==> src/rtl/divide16_seq_if.sv <==
// Start/done handshake and operand/result bundle
// between the control unit and the sequential divider.
interface divide16_seq_if #(
  parameter int WIDTH = 16
);
  logic             start;
  logic [WIDTH-1:0] dividend;
  logic [WIDTH-1:0] divisor;
  logic             busy;
  logic             done;
  logic [WIDTH-1:0] quotient;
  logic [WIDTH-1:0] remainder;
  logic             div_by_zero;

  modport master (
    output start, dividend, divisor,
    input  busy, done, quotient, remainder, div_by_zero
  );

  modport slave (
    input  start, dividend, divisor,
    output busy, done, quotient, remainder, div_by_zero
  );
endinterface

==> src/rtl/divide16_seq.sv <==
// Sequential unsigned restoring divider, one quotient
// bit per clock, with early divide-by-zero exit.
module divide16_seq #(
  parameter int WIDTH = 16
) (
  input logic           clk,
  input logic           reset,
  divide16_seq_if.slave bus
);
  localparam int CW = $clog2(WIDTH);

  typedef enum logic [1:0] {
    IDLE,
    RUN,
    DONE
  } state_t;

  state_t state;
  state_t state_nx;

  logic [WIDTH-1:0] q;
  logic [WIDTH-1:0] d;
  logic [WIDTH:0]   r;
  logic [CW-1:0]    cnt;

  logic [WIDTH:0]   shl;
  logic [WIDTH:0]   t;
  logic [WIDTH:0]   r_step;
  logic [WIDTH-1:0] q_step;
  logic             last;
  logic             zero;

  always_comb begin
    shl    = {r[WIDTH-1:0], q[WIDTH-1]};
    t      = shl - {1'b0, d};
    last   = (cnt == CW'(WIDTH - 1));
    zero   = (bus.divisor == '0);
    r_step = shl;
    q_step = {q[WIDTH-2:0], 1'b0};
    // Restore by simply keeping the shifted value.
    if (!t[WIDTH]) begin
      r_step = t;
      q_step = {q[WIDTH-2:0], 1'b1};
    end
  end

  always_comb begin
    state_nx = state;
    unique case (state)
      IDLE: begin
        if (bus.start) begin
          state_nx = zero ? DONE : RUN;
        end
      end
      RUN: begin
        if (last) begin
          state_nx = DONE;
        end
      end
      DONE:    state_nx = IDLE;
      default: state_nx = IDLE;
    endcase
  end

  always_ff @(posedge clk or posedge reset) begin
    if (reset) begin
      state <= IDLE;
    end else begin
      state <= state_nx;
    end
  end

  always_ff @(posedge clk or posedge reset) begin
    if (reset) begin
      q               <= '0;
      d               <= '0;
      r               <= '0;
      cnt             <= '0;
      bus.quotient    <= '0;
      bus.remainder   <= '0;
      bus.div_by_zero <= 1'b0;
    end else begin
      unique case (state)
        IDLE: begin
          if (bus.start) begin
            q   <= bus.dividend;
            d   <= bus.divisor;
            r   <= '0;
            cnt <= '0;
            // Zero divisor skips iteration entirely.
            if (zero) begin
              bus.quotient    <= '1;
              bus.remainder   <= bus.dividend;
              bus.div_by_zero <= 1'b1;
            end
          end
        end
        RUN: begin
          q   <= q_step;
          r   <= r_step;
          cnt <= cnt + CW'(1);
          if (last) begin
            bus.quotient    <= q_step;
            bus.remainder   <= r_step[WIDTH-1:0];
            bus.div_by_zero <= 1'b0;
          end
        end
        default: ;
      endcase
    end
  end

  assign bus.busy = (state != IDLE);
  assign bus.done = (state == DONE);
endmodule

==> src/flat_wrapper.sv <==
// flat-port wrapper written by rule: the top's interface ports become plain ports
module divide16_seq_flat 
#(
  parameter int WIDTH = 16
)
  (clk, reset, bus_start, bus_dividend, bus_divisor, bus_busy, bus_done, bus_quotient, bus_remainder, bus_div_by_zero);
  divide16_seq_if #(.WIDTH(WIDTH)) bus_i ();
  input logic clk;
  input logic reset;
  input wire logic [$bits(bus_i.start)-1:0] bus_start;
  input wire logic [$bits(bus_i.dividend)-1:0] bus_dividend;
  input wire logic [$bits(bus_i.divisor)-1:0] bus_divisor;
  output wire logic [$bits(bus_i.busy)-1:0] bus_busy;
  output wire logic [$bits(bus_i.done)-1:0] bus_done;
  output wire logic [$bits(bus_i.quotient)-1:0] bus_quotient;
  output wire logic [$bits(bus_i.remainder)-1:0] bus_remainder;
  output wire logic [$bits(bus_i.div_by_zero)-1:0] bus_div_by_zero;
  assign bus_i.start = bus_start;
  assign bus_i.dividend = bus_dividend;
  assign bus_i.divisor = bus_divisor;
  assign bus_busy = bus_i.busy;
  assign bus_done = bus_i.done;
  assign bus_quotient = bus_i.quotient;
  assign bus_remainder = bus_i.remainder;
  assign bus_div_by_zero = bus_i.div_by_zero;
  divide16_seq #(.WIDTH(WIDTH)) u_core (.clk(clk), .reset(reset), .bus(bus_i));
endmodule
==> config.mk <==
export PLATFORM = sky130hd
export DESIGN_NAME = divide16_seq_flat
export DESIGN_NICKNAME = d
export VERILOG_FILES = /design/src/rtl/divide16_seq_if.sv /design/src/rtl/divide16_seq.sv /design/src/flat_wrapper.sv
export SDC_FILE = /design/constraint.sdc
export NUM_CORES = 1
export LEC_CHECK = 0
export BUFFER_PORTS_ARGS = -buffer_cell sky130_fd_sc_hd__buf_2
export CAP_MARGIN = 5
export CORE_MARGIN = 8
export CORE_UTILIZATION = 57
export CTS_CLUSTER_DIAMETER = 40
export CTS_CLUSTER_SIZE = 8
export DETAILED_ROUTE_END_ITERATION = 10
export PLACE_DENSITY = 0.86
export SYNTH_ARGS = -nofsm -noshare
export SYNTH_HDL_FRONTEND = slang
export SYNTH_SLANG_ARGS = --single-unit
==> constraint.sdc <==
create_clock -name clk -period 5.3 [get_ports clk]
set_input_delay 0.795 -clock clk [delete_from_list [all_inputs] [get_ports clk]]
set_output_delay 0.795 -clock clk [all_outputs]
set_load 0.02 [all_outputs]
# Word level (Yosys, flattened, before mapping)
# Index checks and enable logic that the tools add are counted.
totals:
  register_bits: 87
  input_bits: 35
  out_inout_bits: 35
  wordCells: 48
classes:
  addsub: 2
  n_eq_ne: 6
  n_mux: 24
  n_reduce_logical: 8
op_table:
  columns: ["cell", "count"]
  rows:
  - ["$mux W16", 9]
  - ["$pmux W16 S2", 4]
  - ["$sub A17 B16 Y17", 1]
  - ["$logic_not A16 Y1", 1]
  - ["$pmux W4 S2", 1]
  - ["$mux W2", 3]
  - ["$reduce_and A2 Y1", 3]
  - ["$add A4 B1 Y4 const B", 1]
  - ["$eq A4 B4 Y1 const B", 1]
  - ["$mux W1", 4]
  - ["$mux W4", 1]
  - ["$ne A2 B1 Y1 const B", 2]
  - ["$pmux W2 S2", 1]
  - ["$reduce_and A4 Y1", 1]
  - ["$reduce_bool A2 Y1", 2]
  - ["$eq A2 B1 Y1 const B", 1]
  - ["$eq A2 B2 Y1 const B", 1]
  - ["$logic_not A2 Y1", 1]
  - ["$ne A2 B2 Y1 const B", 1]
  - ["$pmux W1 S2", 1]

# Depth between registers and ports, before layout
# Gate-level depths: netlist (run 1).
logic_depth:
  depth_word: 4
  mapped_depth: 13

# Worst setup path before layout (run 1)
# No wires, ideal clock.
synth_path:
  path_type: "register to register"
  from: "reg u_core.d[0]"
  to: "reg u_core.bus.remainder[3]"
  arrival_ns: 2.490
  t_required_ns: 5.234
  slack_ns: 2.743
  path_stages_with_launch: 12
  n_path_buf: 1
  period_less_slack_ns: 2.557
  path_cell_list: "dfrtp_1 > ha_1 > inv_1 > fa_1 > nand3_1 > a211o_1 > a21o_1 > and3_1 > buf_6 > or4b_1 > a21oi_1 > o32a_1"
synth_via:
  elab_chain_cells: 4
synth_rtl:
  columns: ["element", "line_no", "rtl"]
  rows:
  - ["start, declared", "divide16_seq.sv:22", "logic [WIDTH-1:0] d;"]
  - ["start signal, assigned", "divide16_seq.sv:87", "d <= bus.divisor;"]
  - ["$sub A17 B16 Y17", "divide16_seq.sv:35", "t = shl - {1'b0, d};"]
  - ["$mux W16", "divide16_seq.sv:41", "if (!t[WIDTH]) begin"]
  - ["$mux W16", "divide16_seq.sv:102", "if (last) begin"]
  - ["$pmux W16 S2", "divide16_seq.sv:83", "unique case (state)"]
  - ["end signal, assigned", "divide16_seq.sv:93", "bus.remainder <= bus.dividend;"]
  - ["end signal, assigned", "divide16_seq.sv:104", "bus.remainder <= r_step[WIDTH-1:0];"]
  - ["end, declared", "divide16_seq_if.sv:22", "output busy, done, quotient, remainder, div_by_zero"]
# Every way passes these cells. The select of a mux whose other input is x is not followed.
# A chain may end at the register's enable or synchronous reset.

# Worst setup path after layout (run 1)
layout_path:
  from: "reg u_core.state[0]"
  to: "reg u_core.bus.quotient[0]"
layout_via:
  elab_chain_cells: 3
  elab_cells_between_ends: 8
  classes_between: "eq/ne (4); mux (1); reduce/logical (3)"
layout_rtl:
  columns: ["element", "line_no", "rtl"]
  rows:
  - ["start, declared", "divide16_seq.sv:18", "state_t state;"]
  - ["start signal, assigned", "divide16_seq.sv:69", "state <= state_nx;"]
  - ["$eq A2 B1 Y1 / $logic_not A2 Y1 (equally long branches)", "divide16_seq.sv:83", null]
  - ["$ne A2 B1 Y1 (no source line) (tied with other cells)", null, null]
  - ["$reduce_and A4 Y1 (no source line)", null, null]
  - ["end signal, assigned", "divide16_seq.sv:103", "bus.quotient <= q_step;"]
  - ["end, declared", "divide16_seq_if.sv:22", null]
# Several ways; a longest one is shown, not always the timed one.

==> results.json, run 1 <==
{
  "async_reset_ff_share_pct": 100,
  "syn_inst": 528,
  "synth_top_area_cell": "dfrtp_1",
  "worst_slew_pin_slew_ns": 1.02,
  "critPathKind": "reg -> reg",
  "setup-tns-final_ns": 0,
  "globalRoute.totalOverflow": 0,
  "worstPathMaxFanout": 37,
  "skew_ns": 0.0123,
  "htree_levels": 3,
  "drt-wirelength-per-cell_um": 17.3,
  "die_x_um": 107,
  "grt_first_pass_wirelength_um": 20300,
  "drive_gt1_share_pct": 16.7,
  "worst_setup_path_start_kind": "register",
  "grt_pass1_vias": 4063,
  "finalWirelength_um": 12000,
  "netlist.area_leader.share_pct": 46.4,
  "finalCriticalPeriod_ns": 3.50,
  "nets": 635,
  "portBuffers": 69,
  "via_count": 4161,
  "synth_warnings": 0,
  "hold_ws_ns": 0.484,
  "fin_crit_sh_pct": 66.0,
  "numCtsBuffers": 9,
  "drt_iter0_drc": 303,
  "final_max_slew_viol_count": 0,
  "ant_nets": 0,
  "synthFlopType": "dfrtp_1",
  "core_um2": 8090,
  "clkTransAtPathRegs_ns": 0.10,
  "post-route-drc-count": 0,
  "worstSkewPairLatency_ns": 0.37,
  "drv_cap": 0,
  "root_buffer": "clkbuf_8",
  "synth_cell_type_count": 58,
  "outcome": "complete, no violations",
  "ios": 70,
  "drtPass1Iterations": 4,
  "ctsResizeCount": 0,
  "antenna_found_initial": 0,
  "ys_seq_elements": 87,
  "synth-seq-area-share_pct": 46.4,
  "fin_ws_ns": 1.80,
  "fin_util_pct": 65.0,
  "via_per_inst": 6.01,
  "gp_congestion": 0.869,
  "cts_hold_buf": 0,
  "hold_class": "reg -> reg",
  "arrival_ns": 3.73,
  "syn_to_final_growth_pct": 12.0,
  "synth_edf_count": 0,
  "required_ns": 5.53,
  "rsz0062_at_grt": "no",
  "clock_path_buffers": 2,
  "post_synth.cell_area_avg_um2": 8.89,
  "relSlewSlack_pct": 31.5,
  "cts_tree": "built",
  "die_area_um2": 11400,
  "timing.fmax_ghz": 0.286,
  "syn_nets": 581,
  "ys_top_cells_by_area": "dfrtp_1, o21ai_0, nand2_1, ha_1, nor2_1",
  "num_rows": 33,
  "finalSetupViolCount": 0,
  "die_y_um": 107,
  "start_util_pct": 58.0,
  "diodes": 0,
  "clock_sinks": 87,
  "cts_setup_buffers": 0,
  "hpwl_um": 8900,
  "hold_viol": 0,
  "grt_max_degree": 48,
  "synth_area_um2": 4690,
  "end_kind": "register",
  "place_ws_ns": 1.60,
  "track_usage_pct": 22.0
}
[path summary, 6_finish.rpt]
kind	startpoint	end	slack, ns	cells after the start
setup / recovery	u_core.state[0]	u_core.bus.quotient[0]	1.80	7
hold / removal	u_core.bus.quotient[15]	u_core.bus.quotient[15]	0.48	2
setup reg to reg	u_core.state[0]	u_core.bus.quotient[0]	1.80	7
hold reg to reg	u_core.bus.quotient[15]	u_core.bus.quotient[15]	0.48	2
max in group asynchronous	reset	u_core.cnt[1]	3.76	3
min in group asynchronous	reset	u_core.bus.quotient[11]	0.51	2
[per-layer routing]
metal | part of all wire (%) | track usage (%) | up-vias | routed length [µm]
met5 | 0 | 0 | - | 0
met4 | 1.7 | 7.14 | 0 | 208
met3 | 7.2 | 4.92 | 17 | 861
met2 | 46 | 34.5 | 186 | 5550
met1 | 45 | 29.5 | 1989 | 5340
li1 | - | - | 1969 | -
[layout by cell type (no fill, tap or decap), types with 4 or more instances in the layout]
cell      instances
and3_1            4
nor3_1           16
a21o_1            8
dfrtp_1          87
o21ai_0          57
a21oi_1          29
nand2_1          74
o21a_1            4
nor2_1           51
inv_1            30
o22ai_1           6
clkbuf_8          9
a31oi_1           6
xnor2_1           4
buf_2            69
nor4_1            6
nand3_1          17
xor2_1            6
ha_1             17
nor2b_1           5
mux2i_1           8
o31ai_1           5
[logic make-up after synthesis]
| logic type | Yosys count | synth area share, % |
|---|---|---|
| AND/OR/NAND/NOR | 191 | 18.3 |
| AO/OA/AOI/OAI | 153 | 20.9 |
| flip-flops | 87 | 46.4 |
| buffers and inverters | 59 | 5.33 |
| adder cells (fa/ha/maj) | 18 | 4.96 |
| XOR/XNOR | 10 | 1.87 |
| multiplexers | 10 | 2.19 |
[flip-flops by register name (all words and copies together) (netlist names)]
register,cells
u_core.state,2
u_core.bus.div_by_zero,1
u_core.bus.quotient,16
u_core.d,16
u_core.bus.remainder,16
u_core.q,16
u_core.cnt,4
u_core.r,16
[Yosys cell counts, types with 6 or more instances]
library cell	count
o22ai_1	6
nor2_1	51
inv_1	31
clkbuf_1	18
nand3_1	17
mux2i_1	8
nand2_1	74
ha_1	17
a31oi_1	6
xor2_1	6
a21oi_1	29
a21o_1	8
o21ai_0	57
nor3_1	16
dfrtp_1	87
nor4_1	6
[through the flow]
step,area (µm²),std cells
after detailed placement,5050,676
after global placement,5050,676
final,5260,692
after floorplan,4690,528
after CTS,5260,692
after global routing,5260,692
[critical path: stages (launching register included)]
cell and delay [ns]:
dfrtp_1 0.64, nor2_1 0.14, nand2_1 0.69, nand2_1 0.47
nand2_1 0.90, inv_1 0.26, nor2_1 0.20, a21oi_1 0.06
[area by class of cell]
class	instances	area [µm²]
timing repair buffer	71	360
inverter	31	118
clock buffer	9	124
tap	105	131
multi-input combinational	382	2270
sequential	87	2180
clock inverter	7	80.1
fill	708	2840
Power of run 1 is left out: the tool's default activity adds up to more than one toggle a clock period on the data nets, which glitch-free logic cannot reach.
==> run 2: changes to the inputs <==
==> constraint.sdc (replaced) <==
create_clock -name clk -period 3.5 [get_ports clk]
set_input_delay 0.525 -clock clk [delete_from_list [all_inputs] [get_ports clk]]
set_output_delay 0.525 -clock clk [all_outputs]
set_load 0.02 [all_outputs]
==> results.json, run 2 (synthesized netlist as in run 1, its figures left out) <==
{
  "outcome": "complete, no violations",
  "layout_commonest_cell": "dfrtp_1",
  "final_max_slew_viol_count": 0,
  "crit_family": "compound AO/OA/AOI/OAI gates",
  "syn_to_final_growth_pct": 13.0,
  "finalWirelength_um": 12200,
  "cts_hold_buf": 0,
  "cp_num_cells": 11,
  "worst_r2r_startpoint": "u_core.q[15]",
  "die_area_um2": 11400,
  "numCtsBuffers": 9,
  "top_usage_layer": "met2",
  "timing.fmax_ghz": 0.337,
  "antenna_found_initial": 0,
  "fin_crit_sh_pct": 84.9,
  "hold_class": "in -> async",
  "cts_tree": "built",
  "finalCriticalPeriod_ns": 2.97,
  "htree_levels": 3,
  "post-route-drc-count": 0,
  "worst_r2r_endpoint": "u_core.r[1]",
  "worstSkewPairLatency_ns": 0.37,
  "critPathKind": "reg -> reg",
  "cts_setup_buffers": 0,
  "ant_nets": 0,
  "via_per_inst": 5.95,
  "setup.worst_path.start": "u_core.q[15]",
  "use_met2_pct": 35.6,
  "start_util_pct": 58.0,
  "drive_gt1_share_pct": 17.7,
  "crit_path_end": "u_core.r[1]",
  "r2r_slack_ns": 0.53,
  "grt_use_met3_pct": 4.08,
  "drtPass1Iterations": 5,
  "relSlewSlack_pct": 41.2,
  "clkTransAtPathRegs_ns": 0.11,
  "grtUsageMet1_pct": 29.3,
  "cp_slowest_cell": "dfrtp_1",
  "grt_max_degree": 45,
  "clock_path_buffers": 2,
  "gp_congestion": 0.887,
  "globalRoute.totalOverflow": 0,
  "diodes": 0,
  "clock_sinks": 87,
  "final_cell_mix": "dfrtp_1, nand2_1, buf_2, o21ai_0, nor2_1",
  "skew_ns": 0.0152,
  "end_kind": "register",
  "arrival_ns": 3.22,
  "nets": 642,
  "hpwl_um": 9230,
  "rsz0062_at_grt": "no",
  "worst_slew_pin_slew_ns": 0.879,
  "crit_top_cell": "inv_1",
  "ios": 70,
  "grt_first_pass_wirelength_um": 20200,
  "portBuffers": 69,
  "worstRegToRegCells": 11,
  "hold_viol": 0,
  "num-fill-cells": 699,
  "grt_pass1_vias": 4076,
  "via_count": 4157,
  "track_usage_pct": 22.1,
  "cpPeakStageDelay_ns": 0.42,
  "worstPathMaxFanout": 8,
  "num_rows": 33,
  "drt-wirelength-per-cell_um": 17.5,
  "cp.buffers_inverters": 2,
  "drv_cap": 0,
  "ctsResizeCount": 0,
  "crit_chain": "inv_1 -> ha_1 -> inv_1 -> fa_1 -> nand3_1 -> a211o_1 -> a21o_1 -> a21oi_1 -> or2_1 -> mux2i_1 -> o22ai_1",
  "setup-tns-final_ns": 0,
  "die_y_um": 107,
  "drt_iter0_drc": 291,
  "core_um2": 8090,
  "required_ns": 3.75,
  "root_buffer": "clkbuf_8",
  "worst_setup_path_start_kind": "register",
  "finalSetupViolCount": 0,
  "die_x_um": 107
}
run 2: how the worst min path moves through the flow:
stage                              end  slack, ns
4_1_cts        u_core.bus.quotient[11]       0.24
3_3_place_gp    u_core.bus.quotient[8]       0.46
5_1_grt        u_core.bus.quotient[11]       0.26
6_report                  u_core.q[12]       0.22
3_5_place_dp    u_core.bus.quotient[5]       0.46
2_1_floorplan            u_core.cnt[3]       0.45
run 2: per-layer routing:
metal / up-vias / part of all wire, %
met1: 1993 / 45
li1: 1979 / -
met5: - / 0
met3: 22 / 6.2
met2: 163 / 47
met4: 0 / 1.9
run 2: through the flow:
step	utilization [%]	instance area, µm²	instances	hold WS (ns)	setup slack (ns)
after floorplan	-	4690	528	0.450	0.725
after global placement	63.1	5110	683	0.457	0.617
after detailed placement	63.1	5110	683	0.465	0.604
after CTS	65.5	5300	699	0.235	0.551
after global routing	65.5	5300	699	0.255	0.332
final	65.5	5300	699	0.223	0.528
run 2: area by class of cell:
class	instances	area (µm²)	share of cell area (%)
clock buffers	9	124	2.34
clock inverters	7	73.8	1.39
inverters	31	118	2.22
multi-input cells	382	2270	42.7
flip-flops and latches	87	2180	41.0
well taps	105	131	2.48
repair buffers	78	413	7.78
run 2: worst reg2reg max path: stages, from the launching register on:
cell and delay, ns:
dfrtp_1 0.42, inv_1 0.08, ha_1 0.20, inv_1 0.07, fa_1 0.20, nand3_1 0.13
a211o_1 0.33, a21o_1 0.18, a21oi_1 0.40, or2_1 0.38, mux2i_1 0.34, o22ai_1 0.13
Power of run 2 is left out for the same reason.
